===== config.mk =====
export PLATFORM = sky130hd
export DESIGN_NAME = serial_subtractor
export DESIGN_NICKNAME = d
export VERILOG_FILES = /design/src/rtl/serial_subtractor.sv
export SDC_FILE = /design/constraint.sdc
export NUM_CORES = 1
export LEC_CHECK = 0
export ABC_AREA = 1
export CAP_MARGIN = 5
export CORE_AREA = 8 8 69 71
export CTS_CLUSTER_SIZE = 30
export DETAILED_ROUTE_END_ITERATION = 16
export DIE_AREA = 0 0 77 79
export PLACE_DENSITY = 0.81
export SLEW_MARGIN = 0
export SYNTH_ARGS = -nofsm -noshare
export SYNTH_HDL_FRONTEND = slang
export SYNTH_SLANG_ARGS = --single-unit

===== constraint.sdc =====
create_clock -name clk -period 1.5 [get_ports clk]
set_input_delay 0.45 -clock clk [delete_from_list [all_inputs] [get_ports clk]]
set_output_delay 0.45 -clock clk [all_outputs]
set_load 0.05 [all_outputs]

===== src/rtl/serial_subtractor.sv =====
// Bit-serial unsigned subtractor: one bit per clock, LSB first, result as a-b mod 2^WIDTH plus final borrow.
// Busy for WIDTH+1 cycles per operation (WIDTH shift cycles plus one DONE cycle); start is ignored while busy.
module serial_subtractor #(
  parameter int WIDTH = 8
) (
  input  logic             clk,
  input  logic             rst_n,
  input  logic             start,
  input  logic [WIDTH-1:0] a,
  input  logic [WIDTH-1:0] b,
  output logic [WIDTH-1:0] diff,
  output logic             borrow_out,
  output logic             busy,
  output logic             done
);

  localparam int CW = (WIDTH > 1) ? $clog2(WIDTH) : 1;
  localparam logic [CW-1:0] LAST = CW'(WIDTH - 1);

  typedef enum logic [1:0] {
    S_IDLE  = 2'd0,
    S_SHIFT = 2'd1,
    S_DONE  = 2'd2
  } state_t;

  state_t           r_state;
  state_t           w_state_nxt;
  logic [WIDTH-1:0] r_a;
  logic [WIDTH-1:0] r_b;
  logic [WIDTH-1:0] r_part;
  logic [WIDTH-1:0] r_diff;
  logic             r_br;
  logic             r_borrow;
  logic [CW-1:0]    r_cnt;

  logic w_ai;
  logic w_bi;
  logic w_d;
  logic w_br_nxt;
  logic w_last;

  assign w_ai     = r_a[0];
  assign w_bi     = r_b[0];
  assign w_d      = w_ai ^ w_bi ^ r_br;
  assign w_br_nxt = (~w_ai & w_bi) | (~(w_ai ^ w_bi) & r_br);
  assign w_last   = (r_cnt == LAST);

  always_comb begin
    w_state_nxt = r_state;
    case (r_state)
      S_IDLE:  if (start) w_state_nxt = S_SHIFT;
      S_SHIFT: if (w_last) w_state_nxt = S_DONE;
      S_DONE:  w_state_nxt = S_IDLE;
      default: w_state_nxt = S_IDLE;
    endcase
  end

  always_ff @(posedge clk or negedge rst_n) begin
    if (!rst_n) begin
      r_state <= S_IDLE;
    end else begin
      r_state <= w_state_nxt;
    end
  end

  // Outputs only update on the final shift, so partial results never reach diff.
  always_ff @(posedge clk or negedge rst_n) begin
    if (!rst_n) begin
      r_a      <= '0;
      r_b      <= '0;
      r_part   <= '0;
      r_br     <= 1'b0;
      r_cnt    <= '0;
      r_diff   <= '0;
      r_borrow <= 1'b0;
    end else begin
      case (r_state)
        S_IDLE: begin
          if (start) begin
            r_a    <= a;
            r_b    <= b;
            r_part <= '0;
            r_br   <= 1'b0;
            r_cnt  <= '0;
          end
        end
        S_SHIFT: begin
          r_a    <= {1'b0, r_a[WIDTH-1:1]};
          r_b    <= {1'b0, r_b[WIDTH-1:1]};
          r_part <= {w_d, r_part[WIDTH-1:1]};
          r_br   <= w_br_nxt;
          r_cnt  <= r_cnt + 1'b1;
          if (w_last) begin
            r_diff   <= {w_d, r_part[WIDTH-1:1]};
            r_borrow <= w_br_nxt;
          end
        end
        default: ;
      endcase
    end
  end

  assign diff       = r_diff;
  assign borrow_out = r_borrow;
  assign busy       = (r_state != S_IDLE);
  assign done       = (r_state == S_DONE);

endmodule

* Yosys cells after proc, flatten, opt, wreduce, memory -nomap -nowiden
Cells that the tools add are included.
Word-level totals: register bits after elaboration 39, input bits 19, output and inout port bits 11
Cells by class: add/sub/neg operators 1, eq/ne operators 5, muxes and demuxes 13, bitwise logic cells 7, reductions and logical operators 6
Operators by type and width (number):
- one-hot mux 8 bit (2 select lines) | 3
- two-way mux 8 bit | 3
- one-hot mux 3 bit (2 select lines) | 1
- AND reduction 2 bit | 3
- two-way mux 2 bit | 2
- != test 2 bit, second input constant | 2
- one-hot mux 2 bit (2 select lines) | 1
- nonzero test 2 bit | 2
- adder 3 x 1 -> 3 bit, second input constant | 1
- == test 3 bit, second input constant | 1
- two-way mux 3 bit | 1
- AND 1 bit | 2
- == test 2 x 1 -> 1 bit, second input constant | 1
- == test 2 bit, second input constant | 1
- zero test 2 bit | 1
- inverter 1 bit | 2
- one-hot mux 1 bit (2 select lines) | 1
- bitwise XOR 1 bit | 2
- two-way mux 1 bit | 1
- OR 1 bit | 1

* Longest topological paths before layout
word-level depth 5, mapped depth 7, mapped depth without buffers 6

* Worst setup path after synthesis
Ideal clock, no wire load.
kind register to output, start register r_state[0], end output port done, arrival 1.355 ns, slack -0.305 ns, stages on the path, launching flop included 4, cell sequence dfrtp_1 -> buf_6 -> clkbuf_1 -> nor2_1
On the way: cells in the longest elaborated chain, start to end 1
RTL lines:
- start, declared | RTL line 26 | state_t r_state;
- start signal, assigned | RTL line 62 | r_state <= w_state_nxt;
- == test 2 bit | RTL line 106 | assign done = (r_state == S_DONE);
- end, declared | RTL line 14 | output logic done
No other way between the ends.

* Final worst setup path
Same ends and word-level chain as after synthesis.

==> run metrics <==
outcome=finished with violations; failing checks=negative setup slack; Tot Pwr=5.49 mW; Placement Cell Area=2340 sq um; CP delay by family, top=flip-flops; Synth Warn #=0; Worst Skew=5.35 ps; worst vdd rail ir drop=639 uV; critical path depth=3; Startpoint Class=flip-flop; aggregate global routing overflow=0; Initial Utilization=48.3%; RSZ-0062 raised after global routing=true; Reg2Reg Depth=7; minimum clock period=1530 ps; number of global-route vias before repair=1,495; WL final=3870 um; Final Core Density=66.2%; clk sinks=38; Placed Cells=297; row count=23; max frequency=653 MHz; Detail Placement HPWL=2780 um; most common cell after layout, fill and taps aside=nand2_1; Syn-to-layout area delta=36.9%; most frequent cells in the layout=nand2_1, inv_1, dfrtp_1, nand3_1, clkdlybuf4s50_1; CP Cell Sequence=buf_6 -> nor2_4 -> buf_12; CTS tree=yes; post-DR vias/cell=4.74; max_cap viols=0; sequential share of the synthesized area=51.8%; CTS HTree Levels=2; Syn Inst Count=218; TNS Setup=-30.8 ps; post-route DRC violation count=0; worst hold slack=69.2 ps; Fin. Hold Viols=0; dpl ws=-41.8 ps; synthesized cell area=1840 sq um; Finished Cell Area=2510 sq um; layout cells sized above 1=22.2%; core area=3800 sq um; Distinct cells, synth=21; post-route ant nets=0; Worst-Margin Slew=381 ps; crit end category=primary output; PortBufs=29; antenna violations before repair=0; Clock Latency Late Sink=290 ps; critical path arrival=1080 ps; Req. time, crit path=1050 ps; Final nets=283; Slew Limit Fails=0; largest net degree at the start of global routing=24; Hold Path Class=in2async; global-route wire length before repair=6840 um; Net Count, Synth=240; Critical Path Max Stage Delay=420 ps; # setup viols final=1; CP Buf/Inv Count=2; Fillers=298; Detailed Route Iter0 Violations=116; Worst-path clk slew=70 ps; Yosys reg bits=38; CTS Root Cell=clkbuf_8; routed wire length per instance=12.4 um; Die H=79 um; Avg Cell Area, Syn=8.42 sq um; final instance count without filler cells=311; number of antenna diodes=0; Die X=77 um; Die ar.=6080 sq um; clock buffer depth=2; GPL Wtd Cong=0.811; CP max FO=3; Total GRT Usage=14.2%; Multi-input gate area=666 sq um; period utilisation layout=102%; area occupied by registers=951 sq um; CTS Buf Count=5; relative slew slack=74.6%; I/O pins=30; vias post-DR=1,474; Crit-path slowest cell=dfrtp_1; TritonRoute pass-1 iters=4; setup ws final=-30.8 ps; LEAKAGE=1.32 nW; ratio of total power to cell area=2190 nW/um^2; critical path class=reg2out
## cell families after synthesis
| family | count (synthesis) | synth area share, % |
|---|---|---|
| simple gates | 107 | 24.7 |
| buf+inv | 49 | 12.5 |
| flops | 38 | 51.8 |
| compound gates | 21 | 8.59 |
| fa+ha+maj | 3 | 2.45 |
## final cells by class
type / instances / share of cell area (%)
sequential: 38 / 37.8
timing repair buffer: 45 / 22.6
multi-input combinational: 131 / 26.5
tap: 50 / 2.49
inverter: 40 / 6.07
clock buffer: 6 / 3.29
clock inverter: 1 / 1.19
## registers in the layout, summed over array words and instances (netlist names)
signal / count
r_br: 1
borrow_out: 1
r_part: 7
r_b: 8
r_state: 2
diff: 8
r_a: 8
r_cnt: 3
## timing repair
action / CTS / global route
hold buffers: 0 / 0
pin swaps: 1 / 0
resized for setup: 2 / 0
buffers inserted: 4 / 3
setup endpoints to repair: 2 / 15
## power breakdown
| group | switching [mW] | internal, mW |
|---|---|---|
| Clock | 0.339 | 0.532 |
| Sequential | 0.319 | 1.49 |
| Combinational | 1.56 | 1.25 |
## per-layer routing
layer | track usage, % | routed length, um | vias up
li1 | - | - | 738
met1 | 16.6 | 1710 | 691
met2 | 22.9 | 1930 | 39
met3 | 4.51 | 178 | 6
met4 | 7.74 | 53 | 0
met5 | 0 | 0 | -
## final timing paths
path / end / start / slack (ps)
hold / removal: r_part[1] / rst_n / 70
setup reg to reg: r_a[4] / r_state[0] / 40
min in group clk: r_b[5] / r_b[5] / 480
hold reg to reg: r_b[5] / r_b[5] / 480
setup / recovery: done / r_state[0] / -30
max in group asynchronous: r_b[3] / rst_n / 990
## synth_stat cells, drive strengths merged
library cell,n,share of area [%]
inv,40,8.3
nor2,3,1.0
a21oi,2,0.75
o21ai,19,7.8
ha,2,1.4
dfrtp,38,52
clkbuf,1,0.20
buf,8,4.0
nand3,19,5.2
nand2,85,18
fa,1,1.1
Note: power is estimated with default switching activity, not from simulation.
